## config.mk

```make
export PLATFORM = sky130hd
export DESIGN_NAME = trace_vector_packer
export DESIGN_NICKNAME = d
export VERILOG_FILES = /design/src/rtl/lebug_pkg.sv /design/src/rtl/sat_counter.sv /design/src/rtl/trace_vector_packer.sv
export SDC_FILE = /design/constraint.sdc
export NUM_CORES = 1
export LEC_CHECK = 0
export ABC_AREA = 0
export CAP_MARGIN = 20
export CORE_MARGIN = 2
export CORE_UTILIZATION = 50
export DETAILED_ROUTE_END_ITERATION = 6
export PLACE_DENSITY_LB_ADDON = 0.1
export SLEW_MARGIN = 20
export SYNTH_ARGS = -nofsm -noshare
export SYNTH_HDL_FRONTEND = slang
export SYNTH_SLANG_ARGS = --single-unit
```

## constraint.sdc

```tcl
create_clock -name clk -period 6.04 [get_ports clk]
set_clock_uncertainty 0.15 [all_clocks]
set_input_delay 1.208 -clock clk [delete_from_list [all_inputs] [get_ports clk]]
set_output_delay 1.208 -clock clk [all_outputs]
set_load 0.05 [all_outputs]
```

## src/rtl/lebug_pkg.sv

```systemverilog
// Shared types and constants for the trace packing path.
package lebug_pkg;

    // Default geometry of the trace path.
    localparam int LEBUG_N              = 8;
    localparam int LEBUG_DATA_WIDTH     = 32;
    localparam int LEBUG_DROP_CNT_WIDTH = 16;

    // Lane index for the default lane count. Modules with other N derive
    // their own index type from the same expression.
    localparam int LANE_IDX_W = (LEBUG_N > 1) ? $clog2(LEBUG_N) : 1;
    typedef logic [LANE_IDX_W-1:0] lane_idx_t;

    // Saturation value of the default-width drop counter.
    localparam logic [LEBUG_DROP_CNT_WIDTH-1:0] DROP_SAT = {LEBUG_DROP_CNT_WIDTH{1'b1}};

endpackage

```

## src/rtl/sat_counter.sv

```systemverilog
// Saturating up-counter with synchronous clear; clear beats increment.
module sat_counter
    import lebug_pkg::*;
#(
    parameter int WIDTH = LEBUG_DROP_CNT_WIDTH
) (
    input  logic             clk,
    input  logic             rst_n,
    input  logic             inc,
    input  logic             clr,
    output logic [WIDTH-1:0] count
);

    localparam logic [WIDTH-1:0] SAT = {WIDTH{1'b1}};

    // Count up on inc, hold at all-ones, clear has priority.
    always_ff @(posedge clk or negedge rst_n) begin
        if (!rst_n) begin
            count <= '0;
        end else if (clr) begin
            count <= '0;
        end else if (inc && (count != SAT)) begin
            count <= count + WIDTH'(1);
        end
    end

endmodule

```

## src/rtl/trace_vector_packer.sv

```systemverilog
// Packs single trace elements into N-lane vectors and issues one enqueue
// per completed vector; vectors hitting a full buffer are dropped and counted.
module trace_vector_packer
    import lebug_pkg::*;
#(
    parameter int N              = LEBUG_N,
    parameter int DATA_WIDTH     = LEBUG_DATA_WIDTH,
    parameter int DROP_CNT_WIDTH = LEBUG_DROP_CNT_WIDTH
) (
    input  logic                      clk,
    input  logic                      rst_n,
    input  logic                      tracing,
    input  logic                      valid_in,
    input  logic                      eof_in,
    input  logic [DATA_WIDTH-1:0]     data_in,
    input  logic                      buf_full,
    output logic                      enqueue,
    output logic                      eof_out,
    output logic [DATA_WIDTH-1:0]     vector_out [N],
    output logic [DROP_CNT_WIDTH-1:0] dropped_count,
    input  logic                      clear_drops
);

    localparam int LW = (N > 1) ? $clog2(N) : 1;
    typedef logic [LW-1:0] lane_t;
    localparam lane_t LAST_LANE = lane_t'(N - 1);

    lane_t                  idx;
    logic [DATA_WIDTH-1:0]  acc [N];
    logic                   accept;
    logic                   close;
    logic                   drop;

    assign accept = valid_in & tracing;
    // Close on the last lane or on a frame end, whichever comes first, so an
    // eof on lane N-1 yields a single vector.
    assign close  = accept & ((idx == LAST_LANE) | eof_in);
    assign drop   = close & buf_full;

    // Accumulate lanes, hand the finished vector to the output register and
    // discard any partial vector when tracing drops.
    always_ff @(posedge clk or negedge rst_n) begin
        if (!rst_n) begin
            idx     <= '0;
            enqueue <= 1'b0;
            eof_out <= 1'b0;
            for (int k = 0; k < N; k++) begin
                acc[k]        <= '0;
                vector_out[k] <= '0;
            end
        end else begin
            enqueue <= close & ~buf_full;
            if (close) begin
                // Closing element goes straight to the output; untouched lanes
                // are still zero from the previous clear.
                for (int k = 0; k < N; k++) begin
                    vector_out[k] <= (lane_t'(k) == idx) ? data_in : acc[k];
                    acc[k]        <= '0;
                end
                eof_out <= eof_in;
                idx     <= '0;
            end else if (accept) begin
                acc[idx] <= data_in;
                idx      <= idx + lane_t'(1);
            end else if (!tracing && (idx != '0)) begin
                for (int k = 0; k < N; k++) begin
                    acc[k] <= '0;
                end
                idx <= '0;
            end
        end
    end

    sat_counter #(
        .WIDTH (DROP_CNT_WIDTH)
    ) u_drop_cnt (
        .clk   (clk),
        .rst_n (rst_n),
        .inc   (drop),
        .clr   (clear_drops),
        .count (dropped_count)
    );

endmodule

```

# == Word level (Yosys, flattened, before mapping) ==
# Index checks and enable logic that the tools add are counted.
# totals
ff_bits,533
input_bits,39
out_inout_bits,274
wordCells,67
# op_classes
n_addsub,2
n_lt_le_gt_ge,2
eq_ne,9
mux,19
n_bitwise,7
reduce_logical,8
# op_table
operator,n
$mux 256,3
$mux 32,9
$bwmux 256,1
$demux 32 s3,1
$mux 16,2
$add 16x1->16 const B,1
$ne 16x16->1 const B,1
$eq 3x3->1 const A,4
$mux 3,3
$eq 2x3->1 const A,2
$reduce_bool 3->1,2
$and 1x1->1,4
$ge 4x4->1 const B,1
$lt 4x1->1 const B,1
$not 3->4,1
$add 3x1->3 const B,1
$eq 1x3->1 const A,1
$eq 3x3->1 const B,1
$logic_and 1x1->1,3
$logic_not 3->1,1
$reduce_bool 2->1,1
$logic_not 1->1,1
$not 1->1,1
$or 1x1->1,1

# == Depth between registers and ports, before layout ==
# logic_depth
ltp_word,8
depth_mapped,10

# == Modules after synthesis ==
# A second synthesis with hierarchy kept.
# hier_totals
cells_unflattened,1867
area_unflattened_um2,22534.1
# modules_own_cells
module,n_inst,cells_each,area_per_inst_um2,seq_area_each_um2
trace_vector_packer,1,1769,21592.0,12937.4
sat_counter,1,98,942.2,400.4

# == Least setup slack after synthesis ==
# No wires, ideal clock.
# synth_path
kind,in2reg
startpoint,in valid_in
endpoint,reg u_drop_cnt.count[9]
setup_ns,0.078
arrival_time_ns,2.565
required_time_ns,5.812
setup_slack_ns,3.247
cell_stages,5
n_path_buf,1
cell_sequence,o211ai_2 -> or4_1 -> buf_2 -> or4_1 -> a21oi_1
# synth_between
elab_chain_len,5
# synth_lines
item,line_no,rtl
start: declaration,trace_vector_packer.sv:13,"input logic valid_in,"
$and 1x1->1,trace_vector_packer.sv:34,assign accept = valid_in & tracing;
$and 1x1->1,trace_vector_packer.sv:37,assign close = accept & ((idx == LAST_LANE) | eof_in);
$and 1x1->1,trace_vector_packer.sv:38,assign drop = close & buf_full;
$logic_and 1x1->1,sat_counter.sv:22,end else if (inc && (count != SAT)) begin
$reduce_bool 2->1 (no source line),-,
end signal: assignment,sat_counter.sv:23,count <= count + WIDTH'(1);
end: declaration,sat_counter.sv:11,output logic [WIDTH-1:0] count
# No other way between the ends.
# A chain may end at the register's enable or synchronous reset.

# == Final worst setup path ==
# layout_path
startpoint,reg idx[0]
endpoint,reg vector_out[128] (netlist name)
# layout_between
elab_chain_len,3
word_cells_on_any_way,5
cone_classes,eq/ne (2); mux (1); bitwise (2)
# layout_lines
item,line_no,rtl
start: declaration,trace_vector_packer.sv:28,lane_t idx;
start signal: assignment,trace_vector_packer.sv:64,idx <= idx + lane_t'(1);
$eq 3x3->1,trace_vector_packer.sv:37,
$or 1x1->1,trace_vector_packer.sv:37,
$and 1x1->1,trace_vector_packer.sv:37,
end signal: indexed assignment,trace_vector_packer.sv:57,vector_out[k] <= (lane_t'(k) == idx) ? data_in : acc[k];
end: declaration,trace_vector_packer.sv:19,"output logic [DATA_WIDTH-1:0] vector_out [N],"
# Several ways; a longest one is shown, not always the timed one.

==> impl_metrics.yaml <==
status:
  status: "finished clean"
clock_network:
  clkLatencyLatePin_ns: 0.61
  root_buffer: "clkbuf_16"
  cts_max_level: 2
  clk_path_buf_depth: 3
  post_cts_resized: 0
  clk_pin_slew_ns: 0.06
  cts_made_buffers: 54
  clock_sinks: 533
  cts_setup_buffers: 0
  cts_hold_buf: 0
  cts_tree: "done"
floorplanning:
  die_area_mm2: 0.0462
  chipWidth_um: 215
  num_io_pins: 313
  die_h_um: 215
  fp-row-count: 77
  initial_core_util_pct: 50.5
  core_mm2: 0.0440
worst_setup_path:
  worstSetupStartpointType: "register"
  crit_top_cell: "buf_4"
  ff2ff_setup_slack_ns: 2.27
  cp_slowest_stage_delay_ns: 0.78
  cp_top_family: "buffers and inverters"
  worstReg2RegStart: "idx[0]"
  r2r-end: "vector_out[128]"
  r2r_cells: 7
  critPathArrivalTime_ns: 4.06
  path_buf_inv: 3
  path_cells: "ha_1 -> ha_2 -> buf_4 -> o211ai_4 -> buf_4 -> buf_4 -> o21ai_0"
  cp.required_ns: 6.33
  crit_path_top_delay_cell: "buf_4"
  cp-end-kind: "register"
  crit_fanout: 107
  crit_type: "reg -> reg"
worst_hold_path:
  whs_endpoint: "vector_out[146]"
  hold_depth: 2
  hold_path_class: "reg -> reg"
  min_from: "vector_out[146]"
timing:
  setup_ws_ns: 2.27
  tns_ns: 0
  finalHoldViolCount: 0
  layout_min_cycle_time_ns: 3.77
  rsz0062_at_grt: "false"
  worst-slew-pin-transition_ns: 1.21
  finalSetupViolations: 0
  max_slew_margin_pct: 19.5
  fmax_mhz: 265
  period_share_pct: 62.4
  slew_viol_final: 0
synth:
  ys_seq_elements: 533
  syn_inst: 2040
  synth_cell_types: 37
  synth_nets: 2086
  yosysWarnings: 0
  ys_seq_area_share_pct: 60.0
  syn_avg_cell_area_um2: 10.9
  syn_area_mm2: 0.0222
detailed_routing:
  wl_per_cell_um: 21.7
  num_vias: 16500
  met2_wirelength_um: 27800
  first_pass_iters: 5
  postRouteAntennaNets: 0
  avgViaCountPerCell: 5.73
  finalWirelength_um: 62300
  wl_met3_um: 3640
  dr.first_iter.drc_count: 1489
  top_layer: "met4"
  routedLengthMet1_um: 29400
  drc: 0
finish:
  area_delta_synth_final_pct: 23.8
  seqCellArea_mm2: 0.0133
  nNetsFinal: 2290
  fillers: 3648
  layout-drive-gt1-share_pct: 5.92
  stdcell_area_mm2: 0.0275
  multi_input_area_mm2: 0.00824
placed_design:
  pre_cts_ws_ns: 1.83
  dp_hpwl_um: 40500
  placed_area_mm2: 0.0257
  gp_congestion: 0.826
  port-buffer-count: 312
job:
  drv_cap: 0
global_routing:
  grt_pass1_vias: 16300
  grt.overflow.total: 0
  grt_pass1_wl_um: 96900
  globalRouteTotalUtil_pct: 26.9
  grt_max_degree: 258
  antenna_found_initial: 1
power_and_ir_drop:
  leakage_nw: 12.6
  powerDensity_mw_per_mm2: 304
  ir_worst_vdd_mv: 0.182
-- final cells by class --
cell class,count,share of cell area [%]
multi-input combinational,1313,29.9
inverter,6,0.0818
clock inverter,14,0.814
sequential,533,48.5
timing repair buffer,336,12.2
tap,592,2.69
clock buffer,80,5.74
antenna,1,0.00909
-- metrics by stage --
stage          hold WS (ns)  utilization, %  power, mW  cells
2_1_floorplan         0.299               -       4.51   2040
3_3_place_gp          0.311            58.3       4.98   2779
3_5_place_dp          0.319            58.4       5.00   2780
4_1_cts               0.332            62.5       8.42   2874
5_1_grt               0.344            62.5       8.65   2875
6_report              0.324            62.5       8.36   2875
-- kinds of logic after synthesis --
family	after synthesis	share of synthesized area, %
buffers and inverters	194	3.35
AO/OA/AOI/OAI	549	15.4
adder cells (fa/ha/maj)	7	0.394
flip-flops	533	60.0
multiplexers	260	11.7
AND/OR/NAND/NOR	497	9.15
-- flip-flops by register name, summed over array words and instances (netlist names) --
name and cells:
acc 256, vector_out 256, u_drop_cnt.count 16, idx 3, enqueue 1, eof_out 1
-- how the worst max path moves through the flow --
stage	from	end	slack (ns)	depth (start not counted)
2_1_floorplan	valid_in	u_drop_cnt.count[9]	3.25	5
3_3_place_gp	tracing	vector_out[130]	1.96	5
3_5_place_dp	tracing	vector_out[166]	1.83	5
4_1_cts	idx[0]	vector_out[166]	2.35	7
5_1_grt	idx[0]	vector_out[166]	2.00	7
6_report	idx[0]	vector_out[128]	2.27	7
-- layout by cell type (no fill, tap or decap), types with 6 or more instances in the layout --
master / count
clkinv_2: 7
o31ai_1: 9
nor2_1: 6
o2bb2ai_1: 32
a32o_1: 97
bufinv_16: 6
inv_1: 6
o21ai_0: 389
clkbuf_8: 11
clkbuf_16: 55
nand3_1: 9
nand4_1: 6
clkdlybuf4s50_1: 311
mux2i_1: 256
clkbuf_1: 14
a21oi_1: 13
buf_4: 19
or4_1: 11
nand2_1: 421
dfrtp_1: 533
nand2b_1: 6
-- metal layers --
layer | vias up | track usage, %
li1 | 7605 | -
met1 | 8275 | 40.5
met2 | 516 | 40.5
met3 | 86 | 4.63
met4 | 0 | 7.31
met5 | - | 0
-- worst register-to-register path: stages (launching register included) --
cell	delay, ns
dfrtp_1	0.49
ha_1	0.30
ha_2	0.18
buf_4	0.34
o211ai_4	0.52
buf_4	0.79
buf_4	0.64
o21ai_0	0.22
-- cell usage after synthesis --
library cell  count  share of area, %
or3_1             3             0.084
a32o_1           97               4.4
o2111ai_1         1             0.039
buf_2            13              0.29
o21ai_0         389               8.8
ha_1              7              0.39
inv_1             6              0.10
nand4_1           6              0.17
o21ai_1           1             0.022
nor2_1           10              0.17
or3b_2            1             0.039
or2_1             1             0.028
nor3b_1           5              0.17
nor3_1            4             0.090
and3b_1           1             0.039
nand2_1         426               7.2
o211ai_2          1             0.056
nand3b_1          3              0.10
nand3_1           9              0.20
clkbuf_1        157               2.7
mux2i_1         256                12
and4_1            1             0.039
or2_0             1             0.028
a22o_1            1             0.039
mux2_2            4              0.20
o31ai_1           9              0.30
nor2b_1           4              0.11
o211a_1           1             0.045
or4_1            11              0.37
nor4_1            4              0.11
dfrtp_1         533                60
or2_2             1             0.028
a21oi_1          13              0.29
o2bb2ai_1        32               1.3
buf_1            18              0.30
nand2b_1          6              0.17
o221a_2           4              0.20
-- report_power, final --
group / internal, mW / total (mW) / switching, mW
clock network: 2.05 / 3.43 / 1.38
registers: 3.69 / 3.78 / 0.0853
logic: 0.323 / 1.15 / 0.827
(Power assumes the default switching activity.)
